==> src/rtl/jtag_readback_tx_if.sv <==
// Push-side handshake bundle for the JTAG readback transmitter.
// A fabric producer (master) offers in_data with in_valid. The
// transmitter (slave) takes the word on any CLK edge where both
// in_valid and in_ready are high.
//   in_data  : word to queue for readback
//   in_valid : in_data is valid
//   in_ready : transmitter FIFO has room
interface jtag_readback_tx_if #(
    parameter int WORD_W = 48
);
    logic [WORD_W-1:0] in_data;
    logic              in_valid;
    logic              in_ready;

    modport master (output in_data, output in_valid, input in_ready);
    modport slave  (input in_data, input in_valid, output in_ready);
endinterface

==> src/rtl/jtag_readback_tx.sv <==
// Return-path transmitter for the virtual-JTAG link.
// Fabric words are queued in a small FIFO. Each capture-DR (cdr && sel)
// presents the head word as a WORD_W+1 bit frame: a flag bit first, then
// the payload LSB first. The frame goes out on tdo, one bit per qualified
// shift strobe. The word is popped only once the host has shifted the
// whole frame, so a host that re-captures mid-frame sees the same word again.
// Ports:
//   CLK, reset   : system clock, synchronous active-high reset
//   in_if        : push handshake (in_data / in_valid / in_ready)
//   sel          : readback instruction selected (level)
//   cdr          : capture-DR pulse
//   sdr          : shift-DR level
//   shift_stb    : one pulse per synchronised tck rising edge
//   tdo          : registered serial data out
//   fifo_count   : words queued, 0..DEPTH
//   frames_sent  : completed non-empty frames, wraps at 16 bits
module jtag_readback_tx #(
    parameter int WORD_W = 48,
    parameter int DEPTH  = 8,
    parameter int ADDR_W = 3
) (
    input  logic                CLK,
    input  logic                reset,
    jtag_readback_tx_if.slave   in_if,
    input  logic                sel,
    input  logic                cdr,
    input  logic                sdr,
    input  logic                shift_stb,
    output logic                tdo,
    output logic [ADDR_W:0]     fifo_count,
    output logic [15:0]         frames_sent
);
    localparam int FRAME_W = WORD_W + 1;
    localparam int CNT_W   = $clog2(FRAME_W + 1);

    localparam logic [CNT_W-1:0]  LAST_IDX  = CNT_W'(FRAME_W - 1);
    localparam logic [CNT_W-1:0]  BIT_ONE   = CNT_W'(1);
    localparam logic [ADDR_W:0]   CNT_ONE   = (ADDR_W + 1)'(1);
    localparam logic [ADDR_W:0]   CNT_FULL  = (ADDR_W + 1)'(DEPTH);
    localparam logic [ADDR_W-1:0] PTR_ONE   = ADDR_W'(1);
    localparam logic [15:0]       FRAME_ONE = 16'd1;

    typedef enum logic [1:0] {
        IDLE  = 2'd0,
        SHIFT = 2'd1,
        DONE  = 2'd2
    } state_t;

    state_t              state;
    logic [WORD_W-1:0]   mem [DEPTH];
    logic [ADDR_W-1:0]   wr_ptr;
    logic [ADDR_W-1:0]   rd_ptr;
    logic [FRAME_W-1:0]  sreg;
    logic [CNT_W-1:0]    bit_cnt;
    logic                hit;

    logic capture;
    logic do_shift;
    logic last_shift;
    logic push;
    logic pop;
    logic not_empty;

    assign in_if.in_ready = (fifo_count != CNT_FULL);
    assign not_empty      = (fifo_count != '0);
    assign push           = in_if.in_valid && in_if.in_ready;

    // Capture has priority over a shift strobe in the same cycle.
    assign capture    = cdr && sel;
    assign do_shift   = shift_stb && sdr && sel && (state == SHIFT) && !capture;
    assign last_shift = do_shift && (bit_cnt == LAST_IDX);
    // Empty frames never pop; only a fully shifted real word leaves the FIFO.
    assign pop        = last_shift && hit;

    // FIFO storage carries no reset; validity is tracked by the pointers.
    always_ff @(posedge CLK) begin
        if (push) begin
            mem[wr_ptr] <= in_if.in_data;
        end
    end

    always_ff @(posedge CLK) begin
        if (reset) begin
            wr_ptr      <= '0;
            rd_ptr      <= '0;
            fifo_count  <= '0;
            sreg        <= '0;
            bit_cnt     <= '0;
            hit         <= 1'b0;
            tdo         <= 1'b0;
            frames_sent <= '0;
            state       <= IDLE;
        end else begin
            if (push) begin
                wr_ptr <= wr_ptr + PTR_ONE;
            end
            if (pop) begin
                rd_ptr <= rd_ptr + PTR_ONE;
            end
            case ({push, pop})
                2'b10:   fifo_count <= fifo_count + CNT_ONE;
                2'b01:   fifo_count <= fifo_count - CNT_ONE;
                default: fifo_count <= fifo_count;
            endcase

            if (capture) begin
                // Peek at the head using the pre-edge FIFO contents.
                sreg    <= not_empty ? {mem[rd_ptr], 1'b1} : '0;
                hit     <= not_empty;
                bit_cnt <= '0;
                tdo     <= not_empty;
                state   <= SHIFT;
            end else begin
                if (do_shift) begin
                    sreg    <= {1'b0, sreg[FRAME_W-1:1]};
                    bit_cnt <= bit_cnt + BIT_ONE;
                    if (last_shift) begin
                        state <= DONE;
                        if (hit) begin
                            frames_sent <= frames_sent + FRAME_ONE;
                        end
                    end
                end
                // Deselect blanks tdo without disturbing the frame; on
                // reselect the current bit reappears.
                if (!sel) begin
                    tdo <= 1'b0;
                end else if (do_shift) begin
                    tdo <= sreg[1];
                end else if (state == SHIFT) begin
                    tdo <= sreg[0];
                end else begin
                    tdo <= 1'b0;
                end
            end
        end
    end
endmodule

==> src/flat_wrapper.sv <==
// flat-port wrapper written by rule: the top's interface ports become plain ports
module jtag_readback_tx_flat 
#(
    parameter int WORD_W = 48,
    parameter int DEPTH  = 8,
    parameter int ADDR_W = 3
)
  (CLK, reset, sel, cdr, sdr, shift_stb, tdo, fifo_count, frames_sent, in_if_in_data, in_if_in_valid, in_if_in_ready);
  jtag_readback_tx_if #(.WORD_W(WORD_W)) in_if_i ();
  input  logic CLK;
  input  logic reset;
  input  logic sel;
  input  logic cdr;
  input  logic sdr;
  input  logic shift_stb;
  output logic tdo;
  output logic [ADDR_W:0] fifo_count;
  output logic [15:0] frames_sent;
  input wire logic [$bits(in_if_i.in_data)-1:0] in_if_in_data;
  input wire logic [$bits(in_if_i.in_valid)-1:0] in_if_in_valid;
  output wire logic [$bits(in_if_i.in_ready)-1:0] in_if_in_ready;
  assign in_if_i.in_data = in_if_in_data;
  assign in_if_i.in_valid = in_if_in_valid;
  assign in_if_in_ready = in_if_i.in_ready;
  jtag_readback_tx #(.WORD_W(WORD_W), .DEPTH(DEPTH), .ADDR_W(ADDR_W)) u_core (.CLK(CLK), .reset(reset), .in_if(in_if_i), .sel(sel), .cdr(cdr), .sdr(sdr), .shift_stb(shift_stb), .tdo(tdo), .fifo_count(fifo_count), .frames_sent(frames_sent));
endmodule
==> config.mk <==
export PLATFORM = sky130hd
export DESIGN_NAME = jtag_readback_tx_flat
export DESIGN_NICKNAME = d
export VERILOG_FILES = /design/src/rtl/jtag_readback_tx_if.sv /design/src/rtl/jtag_readback_tx.sv /design/src/flat_wrapper.sv
export SDC_FILE = /design/constraint.sdc
export NUM_CORES = 1
export LEC_CHECK = 0
export ABC_CLOCK_PERIOD_IN_PS = 7800
export CAP_MARGIN = 0
export CORE_UTILIZATION = 35
export DETAILED_ROUTE_END_ITERATION = 16
export SYNTH_ARGS = -nofsm -noshare
export SYNTH_HDL_FRONTEND = slang
export SYNTH_SLANG_ARGS = --single-unit
==> constraint.sdc <==
create_clock -name CLK -period 7.8 [get_ports CLK]
set_input_delay 1.56 -clock CLK [delete_from_list [all_inputs] [get_ports CLK]]
set_output_delay 1.56 -clock CLK [all_outputs]
set_load 0.01 [all_outputs]
==> summary.txt, run 1 <==
Power and ir drop
  – Leakage: approximately 6.3 nW
  – Sequential share of power: 53.2%
  – Psw: ~1.1 mW
  – Sw frac: between 20 and 25%
  – Peak supply drop: 0.000138 V
  – Pwr/cell area: roughly 250 nW/um^2
  – Power share of the clock group: between 40% and 50%
  – Combinational share of power: roughly 3.2%
  – Internal: ~4.2 mW

Final layout
  – Sequential cell area: 13300 sq um
  – Diode count: 0
  – Area grow syn2layout: 17.3%
  – Nets@finish: between 1000 and 1500
  – Layout cells sized above 1: 18.7%
  – Number of fill cells in the layout: about 4400
  – Footprint of the multi-input gates: 4420 sq um
  – Non-Filler Instances: approximately 1800

Route
  – DRT iter0 DRCs: about 840
  – Residual DRC: 0
  – WL final: about 37000 um
  – WL/cell: about 21 um
  – Vias: around 9000
  – Via density: between 5 and 6
  – Detail Route Antenna Nets: 0
  – TritonRoute pass-1 iters: 7

Synth
  – Seq cells post-synth: ~470
  – Synthesized netlist cell count: between 900 and 1000
  – Xor and xnor area share after synthesis: less than 1%
  – Number of synthesized flops with an enable pin: roughly 380
  – Post-synthesis compound-gate area fraction: a little under 7%
  – Top-count cell post-synth: edfxtp_1
  – Top cells by count, synth: 384 x edfxtp_1, 95 x mux4_2, 88 x dfxtp_1, 87 x a22oi_1, 33 x clkbuf_1
  – Ys flop type: edfxtp_1
  – Syn_nets: a little over 1000
  – Mux contribution to synthesized area: 12.2%
  – Sequential area share after synthesis: approximately 74%
  – Adder-cell share of the synthesized area: less than 1%
  – Post-synth top area cell: edfxtp_1
  – Share of the synthesized area in the top cell type: between 60% and 70%
  – Fraction of the mapped netlist area in simple logic gates: under 10%
  – Mapped cell area: ~18000 sq um
  – Mapped Avg Cell Area: 18.6 sq um
  – Cell variety after synth: just over 50
  – Largest cells by area after synthesis: edfxtp_1 64%, mux4_2 12%, dfxtp_1 9.8%
  – Yosys warning total: 0
  – Largest family of logic cells by synthesized area: multiplexers
  – Post-synthesis async set-or-reset flop share: 0%

Clock network
  – Post-CTS Hold Buffers: 0
  – Clock Latency Late Sink: approximately 580 ps
  – CTS H-tree lvls: 2
  – Clock Tree Buf Depth: 3
  – Clock Root Buffer: clkbuf_16
  – Setup Fix Bufs, Post-CTS: 0
  – Cts bufs inserted: 48
  – CTS Sinks: approximately 470
  – TritonCTS clock tree: done
  – Post-CTS resize count: 0
  – Clk slew on worst S/H paths: about 60 ps

Setup path
  – Number of buffers and inverters on the critical path: 1
  – Crit end category: flip-flop
  – WS Path Type: primary input to flip-flop
  – Critical Path AT: between 4000 and 5000 ps
  – CP startpoint kind: primary input
  – Critical Path Max Stage Delay: 510 ps
  – Critical path fanouts, max: 38
  – Crit path cell chain: clkdlybuf4s50_1 > and4b_1 > nand4_4 > nor2_1 > ha_1 > xor2_1 > ha_1 > a21oi_1 > xor2_1 > or3_1 > a21oi_1
  – Critical Path RT: a little over 8000 ps
  – Critical path's slowest cell: and4b_1
  – Crit path max-delay family: simple AND/OR/NAND/NOR gates

STA
  – Final max-slew violation count: 0
  – Skew final: roughly 17 ps
  – Setup violations, final: 0
  – Unrepaired setup endpoints after global routing: no
  – Least-Margin Pin Slew: 920 ps
  – Max-Slew Margin vs Limit: roughly two fifths
  – Fmax: approximately 240 MHz
  – Min cycle time layout: a little over 4000 ps
  – Fin worst setup slack: approximately 3700 ps
  – Post-route setup TNS: 0 ps
  – Final hold viol count: 0
  – Fin crit share: between 50% and 60%

Status
  – Run status: complete, no violations

Global route
  – Global-route wire length before repair: between 50000 and 60000 um
  – Total gr overflow: 0
  – Number of global-route vias before repair: roughly 9600
  – Largest net degree at the start of global routing: 55
  – Total track usage: about 14%
  – Initial antenna violation count: 5

Placement
  – Dpl cells: ~1700
  – Placer congestion estimate: approximately 0.76
  – Setup WS pre-CTS: around 3100 ps
  – IO buf count: between 70 and 80
  – Post-DP HPWL: 18400 um

Floorplan
  – Initial Utilization: ~36%
  – Die Span Y: about 230 um
  – Chip width: around 230 um
  – Die area: approximately 52000 sq um
  – Ports: 77
  – Core Rows: between 80 and 90
  – Core area: about 50000 sq um

Job
  – Max-cap violations: 0

Worst hold path
  – Hold crit path type: flip-flop to flip-flop
-- layer usage --
layer	global-route usage (%)	routed length, um	up-vias
met4	4.26	774	10
met2	23.5	17900	200
met3	3.49	2070	67
li1	-	-	4156
met1	19.0	16400	4833
met5	0	61	-
-- registers in the layout (all words and copies together) (netlist names), named ones only --
signal	count
u_core.mem	384
u_core.sreg	49
u_core.frames_sent	16
u_core.bit_cnt	6
u_core.fifo_count	4
u_core.rd_ptr	3
u_core.wr_ptr	3
u_core.state	2
u_core.hit	1
u_core.tdo	1
-- power by group through the flow --
stage	Clock, mW	Combinational (mW)	Sequential (mW)
final	2.30	0.171	2.81
after global routing	2.45	0.186	2.81
after CTS	2.35	0.174	2.81
after detailed placement	0	0.173	2.86
after global placement	0	0.169	2.86
after floorplan	0	0.0826	2.86
-- worst register-to-register path: stages, from the launching register on --
cell and delay (ps):
dfxtp_1 380, and4b_1 530, nand4_4 490, nor2_1 320
ha_1 290, xor2_1 160, ha_1 160, a21oi_1 50
xor2_1 160, or3_1 300, a21oi_1 140
-- through the flow --
| stage | area [sq um] | util (%) | hold WS (ps) | power [mW] |
|---|---|---|---|---|
| 5_1_grt | 21100 | 41.8 | 522 | 5.44 |
| 4_1_cts | 21100 | 41.8 | 489 | 5.33 |
| 3_3_place_gp | 19500 | 38.6 | 472 | 3.03 |
| 3_5_place_dp | 19500 | 38.6 | 480 | 3.03 |
| 2_1_floorplan | 18000 | - | 450 | 2.94 |
| 6_report | 21100 | 41.8 | 488 | 5.28 |
-- cell families (layout without fill, tap and decap cells) --
logic type      count (synthesis)  in the layout
compound gates                192            192
fa+ha+maj                       8              8
flops                         472            472
buf+inv                        68            190
mux                           100            100
xor+xnor                       10             10
simple gates                  115            115
-- worst paths after layout --
check / startpoint / end / slack [ps] / cells past startpoint
max reg2reg: u_core.state[0] / u_core.fifo_count[2] / 4750 / 10
max: shift_stb / u_core.fifo_count[2] / 3680 / 11
min reg2reg: u_core.frames_sent[15] / u_core.frames_sent[15] / 490 / 2
min: u_core.frames_sent[15] / u_core.frames_sent[15] / 490 / 2
-- cells in the final DEF, fill, tap and decap left out, types with 3 or more instances in the layout --
master / n
edfxtp_1: 384
mux4_2: 95
a22oi_1: 87
dfxtp_1: 86
clkdlybuf4s50_1: 75
clkbuf_16: 49
a21oi_1: 31
o21ai_1: 29
o21ai_0: 22
nand3_1: 19
buf_4: 17
nor2_1: 16
nand2_1: 13
o31ai_1: 12
or4_1: 12
clkbuf_1: 12
ha_1: 8
clkinv_2: 8
inv_1: 7
or3_1: 7
xor2_1: 6
clkinv_1: 6
nand3b_1: 5
nor2b_1: 5
nand4_1: 5
bufinv_16: 5
clkbuf_8: 5
mux2i_1: 4
nand2b_1: 4
xnor2_1: 4
and4_1: 3
-- cell type report --
cell class / count / share of cell area (%)
clock inverters: 24 / 1.21
flip-flops and latches: 472 / 63.2
clock buffers: 66 / 6.36
repair buffers: 93 / 4.19
well taps: 672 / 3.99
multi-input cells: 425 / 21.0
inverters: 7 / 0.125
No activity file was read; power rests on OpenSTA's default activity.
==> inputs of run 2 (changes only) <==
ABC_CLOCK_PERIOD_IN_PS = 3550   (was 7800)
clock period = 3.55 ns   (was 7.8 ns; I/O delays follow)
==> run 2 against run 1 <==
Effect of this change:
- clock power grew 120%
- via count grew 0.60%
- clock-buffer cell count grew 8
- critical path type is now flip-flop to primary output
- flip-flop and latch count is the same
- clock skew grew 2.8 ps
- worst hold slack lost 6.0 ps
- sequential share of layout area shrank 1.2 points
- wire length grew 1.4%
- die area is the same
- first-iteration DRC count shrank 3.7%
- critical path depth shrank 9
==> summary.txt, run 2 (synthesis results as in run 1) <==
Setup path
  – CP Launch Point: u_core.fifo_count[1] (was shift_stb)
  – CP startpoint kind: flip-flop (was primary input)
  – WS Path Type: flip-flop to primary output (was primary input to flip-flop)
  – Critical Path AT: 2160 ps (was 4620 ps)
  – Critical Path RT: 2840 ps (was 8300 ps)
  – R2r startpoint: u_core.fifo_count[1] (was u_core.state[0])
  – Critical path fanouts, max: 9 (was 38)
  – Crit end category: primary output (was flip-flop)

Final layout
  – Max FFs per register: 384 (unchanged)
  – Area grow syn2layout: 19.7% (was 17.3%)
  – Nets@finish: 1131 (was 1110)
  – Footprint of the multi-input gates: 4470 sq um (was 4420 sq um)
  – Layout cells sized above 1: 20.0% (was 18.7%)
  – Reg with most FFs: u_core.mem (unchanged)
  – Most common cell after layout, fill and taps aside: edfxtp_1 (unchanged)
  – Top Registers: u_core.mem (384), u_core.sreg (49), u_core.frames_sent (16) (unchanged)
  – Sequential cell area: 13300 sq um (unchanged)
  – Number of fill cells in the layout: 4348 (was 4390)
  – Most frequent cells in the layout: 384 x edfxtp_1, 95 x mux4_2, 87 x a22oi_1 (unchanged)

Route
  – Vias: 9322 (was 9266)
  – Residual DRC: 0 (unchanged)
  – Detail Route Antenna Nets: 0 (unchanged)
  – WL final: 37700 um (was 37200 um)
  – WL/cell: 21.1 um (about the same)
  – Via density: 5.23 (was 5.27)
  – DRT iter0 DRCs: 804 (was 835)
  – TritonRoute pass-1 iters: 4 (was 7)

Floorplan
  – Ports: 77 (unchanged)
  – Die area: 52200 sq um (unchanged)
  – Core area: 50400 sq um (unchanged)
  – Initial Utilization: 35.6% (unchanged)
  – Core Rows: 82 (unchanged)
  – Die Span Y: 228 um (unchanged)
  – Chip width: 228 um (unchanged)

Worst hold path
  – Hold Path Origin: u_core.frames_sent[15] (unchanged)
  – Hold crit path type: flip-flop to flip-flop (unchanged)

Clock network
  – Setup Fix Bufs, Post-CTS: 0 (unchanged)
  – Clk slew on worst S/H paths: 60 ps (about the same)
  – Post-CTS Hold Buffers: 0 (unchanged)
  – TritonCTS clock tree: done (unchanged)
  – Clock Latency Late Sink: 580 ps (about the same)
  – Clock Tree Buf Depth: 3 (unchanged)
  – CTS Sinks: 472 (unchanged)
  – CTS H-tree lvls: 2 (unchanged)
  – Cts bufs inserted: 49 (was 48)
  – Post-CTS resize count: 0 (unchanged)
  – Clock Root Buffer: clkbuf_16 (unchanged)

Global route
  – Total track usage: 14.6% (was 14.4%)
  – Total gr overflow: 0 (unchanged)
  – Number of global-route vias before repair: 9715 (was 9580)
  – Initial antenna violation count: 6 (was 5)
  – Largest net degree at the start of global routing: 49 (was 55)
  – Global-route wire length before repair: 58600 um (was 57500 um)

STA
  – Final hold viol count: 0 (unchanged)
  – Least-Margin Pin Slew: 777 ps (was 920 ps)
  – Max-Slew Margin vs Limit: 48.2% (was 38.7%)
  – Skew final: 20.2 ps (was 17.4 ps)
  – Min cycle time layout: 2870 ps
  – Setup violations, final: 0 (unchanged)
  – Fin crit share: 80.8%
  – Final max-slew violation count: 0 (unchanged)
  – Hold slack final: 482 ps (was 488 ps)
  – Post-route setup TNS: 0 ps (unchanged)
  – Fmax: approximately 350 MHz
  – Unrepaired setup endpoints after global routing: no (unchanged)

Power and ir drop
  – Pwr/cell area: 538 nW/um^2 (was 251 nW/um^2)
  – Peak supply drop: 0.000363 V (was 0.000138 V)
  – Leakage: 6.47 nW (was 6.32 nW)
  – Total power: 11.6 mW (was 5.28 mW)

Placement
  – Placer congestion estimate: 0.739 (was 0.758)
  – Post-DP HPWL: 20900 um (was 18400 um)
  – IO buf count: 76 (unchanged)

Status
  – Run status: complete, no violations (unchanged)

Job
  – Max-cap violations: 0 (unchanged)
-- run 2: final timing paths --
kind	to	slack (ps)	depth (start not counted)
setup reg to reg	u_core.fifo_count[3]	970	7
hold reg to reg	u_core.frames_sent[15]	480	2
hold / removal	u_core.frames_sent[15]	480	2
setup / recovery	in_if_in_ready	680	2
-- run 2: final cells by class --
cell class / instances / area share (%)
clock inverters: 18 / 0.710
clock buffers: 74 / 6.67
diodes: 2 / 0.0233
multi-input cells: 425 / 20.8
repair buffers: 113 / 5.86
well taps: 672 / 3.91
inverters: 7 / 0.122
flip-flops and latches: 472 / 61.9
-- run 2: per-stage QoR --
stage	utilization, %	worst slack [ps]	cell area (sq um)	std cells
final	42.6	682	21500	1783
after global routing	42.6	602	21500	1781
after CTS	42.6	625	21500	1781
after detailed placement	39.5	426	19900	1689
after global placement	39.5	453	19900	1689
after floorplan	-	-828	18000	965
-- run 2: critical path, cell delays in order, from the launching register on --
cell and delay, ps:
dfxtp_1 410, or4b_1 640, clkdlybuf4s50_1 540
-- run 2: routing by layer --
metal / GRT usage (%) / up-vias / wire length, um / share of wire (%)
li1: - / 4201 / - / -
met1: 19.7 / 4860 / 16800 / 45
met2: 23.8 / 198 / 18100 / 48
met3: 3.17 / 55 / 1950 / 5.2
met4: 4.34 / 8 / 760 / 2.0
met5: 0 / - / 45 / 0.12
-- run 2: where the power goes --
group          leakage, nW  total, mW  internal [mW]  switching (mW)
clock                0.773       5.01           2.94            2.07
sequential            4.20       6.17           6.12          0.0509
combinational         1.50      0.395          0.163           0.231
